<file path="config.mk">
export PLATFORM = sky130hd
export DESIGN_NAME = regfile_scoreboard
export DESIGN_NICKNAME = d
export VERILOG_FILES = /design/src/rtl/regfile_pkg.sv /design/src/rtl/regfile_scoreboard_busy.sv /design/src/rtl/regfile_scoreboard.sv
export SDC_FILE = /design/constraint.sdc
export NUM_CORES = 1
export LEC_CHECK = 0
export ABC_AREA = 0
export BUFFER_PORTS_ARGS = -buffer_cell sky130_fd_sc_hd__buf_2
export CAP_MARGIN = 5
export CELL_PAD_IN_SITES_DETAIL_PLACEMENT = 1
export CELL_PAD_IN_SITES_GLOBAL_PLACEMENT = 1
export CORE_ASPECT_RATIO = 0.6
export CORE_MARGIN = 2
export CORE_UTILIZATION = 50
export CTS_BUF_LIST = sky130_fd_sc_hd__clkbuf_4 sky130_fd_sc_hd__clkbuf_8 sky130_fd_sc_hd__clkbuf_16
export DETAILED_ROUTE_END_ITERATION = 6
export PLACE_DENSITY = 0.89
export SYNTH_ARGS = -nofsm -noshare
export SYNTH_HDL_FRONTEND = slang
export SYNTH_SLANG_ARGS = --single-unit
</file>
<file path="constraint.sdc">
create_clock -name clock -period 4.4 [get_ports clock]
set_input_delay 0.88 -clock clock [delete_from_list [all_inputs] [get_ports clock]]
set_output_delay 0.88 -clock clock [all_outputs]
set_load 0.005 [all_outputs]
</file>
<file path="src/rtl/regfile_pkg.sv">
// Shared register-file constants and width helpers, reused by the decode and hazard units.
package regfile_pkg;

    localparam int DEF_WIDTH = 16;
    localparam int DEF_DEPTH = 8;
    localparam int DEF_NREAD = 2;

    function automatic int addr_width(input int depth);
        return (depth > 1) ? $clog2(depth) : 1;
    endfunction

    function automatic int count_width(input int depth);
        return $clog2(depth + 1);
    endfunction

endpackage

</file>
<file path="src/rtl/regfile_scoreboard_busy.sv">
// Busy-bit scoreboard: per-register busy flags with claim > flush > writeback priority
// and an incrementally maintained count of busy registers.
module busy_scoreboard
    import regfile_pkg::*;
#(
    parameter int  DEPTH = DEF_DEPTH,
    localparam int AW    = addr_width(DEPTH),
    localparam int CW    = count_width(DEPTH)
) (
    input  logic             clock,
    input  logic             reset,
    input  logic             claim,
    input  logic [AW-1:0]    claim_addr,
    input  logic             wr_en,
    input  logic [AW-1:0]    wr_addr,
    input  logic             flush,
    output logic [DEPTH-1:0] busy,
    output logic [CW-1:0]    busy_count
);

    logic [DEPTH-1:0] busy_next;
    logic [CW-1:0]    count_next;
    logic             inc;
    logic             dec;

    // NOTE: every always_comb output gets a default on entry so no path leaves it
    // unassigned, which would otherwise infer a latch.
    always_comb begin
        busy_next = busy;
        if (flush) begin
            busy_next = '0;
        end else if (wr_en) begin
            busy_next[wr_addr] = 1'b0;
        end
        if (claim) begin
            busy_next[claim_addr] = 1'b1;
        end
    end

    // A claim on an idle register adds one; a writeback retires one unless the same
    // register is re-claimed this cycle by a new producer.
    always_comb begin
        inc = claim & ~busy[claim_addr];
        dec = wr_en & busy[wr_addr] & ~(claim && (claim_addr == wr_addr));
        if (flush) begin
            count_next = claim ? CW'(1) : '0;
        end else begin
            count_next = busy_count + CW'(inc) - CW'(dec);
        end
    end

    // NOTE: sequential state uses non-blocking assignments so every flop samples
    // the pre-edge values regardless of statement order.
    always_ff @(posedge clock or negedge reset) begin
        if (!reset) begin
            busy       <= '0;
            busy_count <= '0;
        end else begin
            busy       <= busy_next;
            busy_count <= count_next;
        end
    end

endmodule

</file>
<file path="src/rtl/regfile_scoreboard.sv">
// Parametrised register file with write-to-read bypass, optional zero register and
// an integrated busy-bit scoreboard for hazard detection.
module regfile_scoreboard
    import regfile_pkg::*;
#(
    parameter int  WIDTH   = DEF_WIDTH,
    parameter int  DEPTH   = DEF_DEPTH,
    parameter int  NREAD   = DEF_NREAD,
    parameter int  BYPASS  = 1,
    parameter int  ZERO_R0 = 0,
    localparam int AW      = addr_width(DEPTH),
    localparam int CW      = count_width(DEPTH)
) (
    input  logic                   clock,
    input  logic                   reset,
    input  logic [NREAD*AW-1:0]    rd_addr,
    output logic [NREAD*WIDTH-1:0] rd_data,
    output logic [NREAD-1:0]       rd_busy,
    input  logic                   wr_en,
    input  logic [AW-1:0]          wr_addr,
    input  logic [WIDTH-1:0]       wr_data,
    input  logic                   claim,
    input  logic [AW-1:0]          claim_addr,
    input  logic                   flush,
    output logic [CW-1:0]          busy_count,
    output logic                   all_idle
);

    localparam bit ZR = (ZERO_R0 != 0);
    localparam bit BP = (BYPASS != 0);

    logic [WIDTH-1:0] mem [DEPTH];
    logic [DEPTH-1:0] busy;
    logic             we_e;
    logic             cl_e;

    assign we_e = wr_en & ~(ZR && (wr_addr == '0));
    assign cl_e = claim & ~(ZR && (claim_addr == '0));

    // NOTE: the array is reset because the register file must read all-zero out of
    // reset; this forces flops rather than a RAM macro.
    always_ff @(posedge clock or negedge reset) begin
        if (!reset) begin
            for (int i = 0; i < DEPTH; i++) begin
                mem[i] <= '0;
            end
        end else if (we_e) begin
            mem[wr_addr] <= wr_data;
        end
    end

    busy_scoreboard #(.DEPTH(DEPTH)) u_busy (
        .clock      (clock),
        .reset      (reset),
        .claim      (cl_e),
        .claim_addr (claim_addr),
        .wr_en      (we_e),
        .wr_addr    (wr_addr),
        .flush      (flush),
        .busy       (busy),
        .busy_count (busy_count)
    );

    assign all_idle = (busy_count == '0);

    for (genvar i = 0; i < NREAD; i++) begin : g_read
        logic [AW-1:0]    addr;
        logic [WIDTH-1:0] data;
        logic             bsy;

        assign addr = rd_addr[i*AW +: AW];

        // A bypassed read sees the producer as retired unless it is re-claimed now.
        always_comb begin
            data = mem[addr];
            bsy  = busy[addr];
            if (BP && we_e && (wr_addr == addr)) begin
                data = wr_data;
                bsy  = (cl_e && (claim_addr == addr)) ? busy[addr] : 1'b0;
            end
            if (ZR && (addr == '0)) begin
                data = '0;
                bsy  = 1'b0;
            end
        end

        assign rd_data[i*WIDTH +: WIDTH] = data;
        assign rd_busy[i]                = bsy;
    end

endmodule

</file>
==> impl_metrics.ini, run 1 <==
[run_status]
status = completed

[routing]
firstDrtPassIters = 5
ant_nets = 0
drt_iter0_markers = 438
drc = 0
routed_wl_microns = 23230
routedWlPerCell_microns = 26.92
via_count = 5368
vias_per_cell = 6.220

[critical_path]
path_class = in2out
critical_path.startpoint_type = input pin
cp.arrival_ns = 2.65
critical_path_required_ns = 3.52
crit_path_end_kind = output pin
path_max_fanout = 22

[global_routing]
antenna_found_initial = 0
grt-ovfl-total = 0
globalRouteTotalUtil_pct = 27.47
grt_pass1_vias = 5939
grt_max_degree = 78
grt_pass1_wl_microns = 36330

[synthesis]
ys_top_cells_by_area = dfrtp_1 42%, mux4_2 19%, mux2_2 16%
ys_seq_area_share_pct = 41.97
synth_top_area_share_pct = 41.97
ys.warnings.count = 0
synth_cells = 577
syn_area_per_cell_sq_um = 14.47
synth_fp_nets = 616
synthTopCellsByCount = 140 x dfrtp_1, 120 x mux2_2, 72 x mux4_2
synthArstFlopShare_pct = 100.0
synth_top_area_cell = dfrtp_1
netlist_area_sq_mm = 0.008348
synth_edf_count = 0
ys.flop_type = dfrtp_1
synth.distinct_cells = 35
synth_most_common_cell = dfrtp_1
synth_seq_cells = 140

[place]
hpwl_microns = 14230
place.port_buffers = 71
dpl_cell_area_sq_mm = 0.008705
place_ws_ns = 0.7945
gp_congestion = 0.7974
dp.cells = 831

[pwr]
p_leak_nw = 3.996
powerDensity_mw_per_mm2 = 486.1
peakVddDrop_v = 0.0002634

[timing]
max_freq_mhz = 283.3
final_max_slew_viol_count = 0
fin_worst_skew_ns = 0.002705
max_slew_margin_pct = 11.34
hold_viol = 0
setup-violations-final = 0
fin_tns_setup_ns = 0
worstMarginPinSlew_ns = 1.326
min_period_ns = 3.529
finalCritPeriodShare_pct = 80.21
rsz0062_at_grt = false
setup_slack_ns = 0.8707

[clocking]
holdBufCountCts = 0
cts-root-buf = clkbuf_16
cts_buffer_depth = 2
clock_sinks = 140
cts.repair.resized = 0
numCtsBuffers = 17
cts_tree = built
insertion_delay_ns = 0.42
htree_levels = 4
cts_setup_buffers = 0
clk_pin_slew_ns = 0.06

[floorplanning]
die_h_microns = 104.1
core_sq_mm = 0.01626
rows = 36
start_util_pct = 51.34
die_area_sq_mm = 0.01778
ioPinCount = 72
die_w_microns = 170.8

[layout]
final_nets = 661
layout.cells.non_filler = 863
area_growth_pct = 11.95
drive_gt1_share_pct = 51.97
antenna_cells = 0
stdcell_area_sq_mm = 0.009345
fill_cells = 1577

[flow_run]
cap_violations = 0

[min_path]
hp-class = reg2reg
critical path, stage by stage:
cell	delay [ns]
buf_2	0.44
buf_12	0.30
mux4_2	0.53
mux2i_1	0.24
a21oi_1	0.10
buf_2	0.13
cell families after synthesis:
group | after synthesis | synth area share, %
xor+xnor | 17 | 1.784
simple gates | 65 | 5.186
fa+ha+maj | 6 | 0.9892
flops | 140 | 41.97
buf+inv | 68 | 5.591
compound gates | 44 | 2.938
mux | 237 | 41.55
area by class of cell:
class	instances	area [sq um]	area share [%]
multi-input cells	369	4378	46.85
flip-flops and latches	140	3503	37.49
repair buffers	86	508.0	5.436
clock buffers	18	432.9	4.632
well taps	228	285.3	3.053
clock inverters	14	207.7	2.223
inverters	8	30.03	0.3213
through the flow:
| step | total power [mW] | hold slack (ns) | utilization (%) |
|---|---|---|---|
| global route | 4.739 | 0.5490 | 57.47 |
| global placement | 2.827 | 0.5001 | 53.53 |
| detailed placement | 2.936 | 0.5140 | 53.53 |
| finish | 4.542 | 0.5274 | 57.47 |
| floorplan | 2.549 | 0.4910 | - |
| CTS | 4.565 | 0.5282 | 57.47 |
per-layer routing:
| metal | up-vias | GRT usage (%) | routed length [microns] | share of wire, % |
|---|---|---|---|---|
| met5 | - | 0 | 0 | 0 |
| met4 | 0 | 7.809 | 270 | 1.2 |
| met3 | 24 | 6.164 | 1897 | 8.2 |
| met2 | 191 | 44.04 | 11290 | 49 |
| met1 | 2892 | 37.88 | 9778 | 42 |
| li1 | 2261 | - | - | - |
flip-flops by register name, summed over array words and instances (netlist names):
name / cells
u_busy.busy_count: 4
u_busy.busy: 8
mem: 128
report_power, final:
part	leakage [nW]	internal, mW	switching (mW)
clock network	0.307	0.970	0.629
logic	1.99	0.667	0.464
registers	1.70	1.57	0.247
final timing paths:
check | from | to | slack, ns | cells after the start
worst max-delay path | rd_addr[0] | rd_data[5] | 0.87 | 6
worst min-delay path | mem[72]$_DFFE_PN0P_ | mem[72]$_DFFE_PN0P_ | 0.53 | 1
worst max register to register | u_busy.busy[7]$_DFF_PN0_ | u_busy.busy_count[2]$_DFF_PN0_ | 1.93 | 9
worst min register to register | mem[72]$_DFFE_PN0P_ | mem[72]$_DFFE_PN0P_ | 0.53 | 1
max in group asynchronous | reset | mem[67]$_DFFE_PN0P_ | 2.88 | 2
min in group asynchronous | reset | u_busy.busy_count[1]$_DFF_PN0_ | 0.63 | 1
cells in the final DEF, fill, tap and decap left out, types with 5 or more instances in the layout:
cell,netlist,final
dfrtp_1,140,140
mux4_2,72,72
buf_2,19,70
clkbuf_16,0,17
nand2b_1,5,5
mux2_4,9,9
a21oi_1,33,33
inv_1,8,8
nor2_1,37,37
ha_1,5,5
buf_4,23,13
mux2_2,120,120
mux2i_1,36,36
xnor2_1,17,17
Power figures use the tool's default switching activity.
==> inputs of run 2 (changes only) <==
- CORE_UTILIZATION: 50 -> 46
- PLACE_DENSITY: 0.89 -> 0.86
- clock period: 4.4 -> 3.1 ns (I/O delays scaled with it)
==> impl_metrics.ini, run 2 (synthesis gave the netlist of run 1 again) <==
[run_status]
status = completed

[floorplanning]
ioPinCount = 72
die_h_microns = 108.4
die_area_sq_mm = 0.01928
core_sq_mm = 0.01792
start_util_pct = 46.57
rows = 38
die_w_microns = 177.9

[layout]
layout_common_cells = 140 x dfrtp_1, 120 x mux2_2, 72 x mux4_2
antenna_cells = 0
area_growth_pct = 12.92
top_regs = mem (128), u_busy.busy (8), u_busy.busy_count (4)
layout.cells.non_filler = 887
layout_commonest_cell = dfrtp_1
finish.utilization_pct = 52.59
drive_gt1_share_pct = 52.86
fill_cells = 1773
stdcell_area_sq_mm = 0.009427
largest_reg_flops = 128
final_nets = 674
regMostFlops = mem

[critical_path]
crit_path_end_kind = output pin
critical_path.startpoint_type = input pin
path_cells = buf_2 -> xnor2_1 -> nand4_2 -> buf_4 -> a21oi_1 -> buf_2
critPathSlowestCell = nand4_2
cp.arrival_ns = 2.20
path_class = in2out
cp_common_cell = buf_2
path_max_fanout = 18
critPathMaxStageDelay_ns = 0.37
critical_path_required_ns = 2.48

[timing]
worstMarginPinSlew_ns = 0.6539
setup-violations-final = 0
finalCritPeriodShare_pct = 90.88
hold_viol = 0
fin_worst_skew_ns = 0.003820
rsz0062_at_grt = false
fin_tns_setup_ns = 0
hold_slack_ns = 0.2141
max_slew_margin_pct = 56.41
min_period_ns = 2.817
setup_slack_ns = 0.2828
final_max_slew_viol_count = 0
max_freq_mhz = 355.0

[routing]
vias_per_cell = 6.088
firstDrtPassIters = 5
via_count = 5400
drc = 0
ant_nets = 0
routedWlPerCell_microns = 26.70
drt_iter0_markers = 308
routed_wl_microns = 23680

[min_path]
hp-class = in2async

[clocking]
clk_pin_slew_ns = 0.06
insertion_delay_ns = 0.42
holdBufCountCts = 0
numCtsBuffers = 17
clock_sinks = 140
cts_buffer_depth = 2
cts-root-buf = clkbuf_16
cts.repair.resized = 0
cts_tree = built
cts_setup_buffers = 0
htree_levels = 4

[global_routing]
grt_max_degree = 64
globalRouteTotalUtil_pct = 26.49
grt-ovfl-total = 0
antenna_found_initial = 1
grt_pass1_wl_microns = 37230
grt_pass1_vias = 6058

[pwr]
p_leak_nw = 4.044
powerDensity_mw_per_mm2 = 673.7
power.total_mw = 6.350
peakVddDrop_v = 0.0004270

[place]
dpl_cell_area_sq_mm = 0.008817
hpwl_microns = 15160
place_ws_ns = 0.2250
gp_congestion = 0.8085
place.port_buffers = 71
dp.cells = 856

[flow_run]
cap_violations = 0
run 2: critical path, delay by kind of cell:
kind	cells	cell delay [ns]
AO/OA/AOI/OAI	1	0.19
XOR/XNOR	1	0.19
buffers and inverters	3	0.79
AND/OR/NAND/NOR	1	0.37
run 2: layout make-up:
cell class                      instances  area [sq um]  share of cell area [%]
Inverter                                8         30.03                  0.3186
Timing Repair Buffer                   99         605.6                   6.424
Clock inverter                         12         162.7                   1.726
Clock buffer                           19         446.7                   4.739
Tap cell                              240         300.3                   3.186
Multi-Input combinational cell        369          4378                   46.44
Sequential cell                       140          3503                   37.16
run 2: where the power goes:
part           total (mW)  switching (mW)  internal [mW]
Sequential           2.56           0.337           2.22
Combinational        1.62           0.665          0.955
Clock                2.17           0.866           1.30
Total                6.35            1.87           4.48
run 2: worst paths after layout:
path	start	end	slack [ns]	depth (start not counted)
max	wr_addr[2]	rd_data[10]	0.28	6
min	reset	u_busy.busy_count[1]$_DFF_PN0_	0.21	1
max reg2reg	u_busy.busy[6]$_DFF_PN0_	u_busy.busy_count[2]$_DFF_PN0_	0.60	9
min reg2reg	mem[86]$_DFFE_PN0P_	mem[86]$_DFFE_PN0P_	0.53	1
max in group asynchronous	reset	mem[55]$_DFFE_PN0P_	1.97	2
min in group clock	mem[86]$_DFFE_PN0P_	mem[86]$_DFFE_PN0P_	0.53	1
run 2: per-layer routing:
layer	GRT usage [%]	vias up	part of all wire, %
met5	0	-	0.063
met4	7.319	2	1.6
met3	6.153	40	5.8
met2	44.52	187	50
met1	34.76	2885	43
li1	-	2286	-
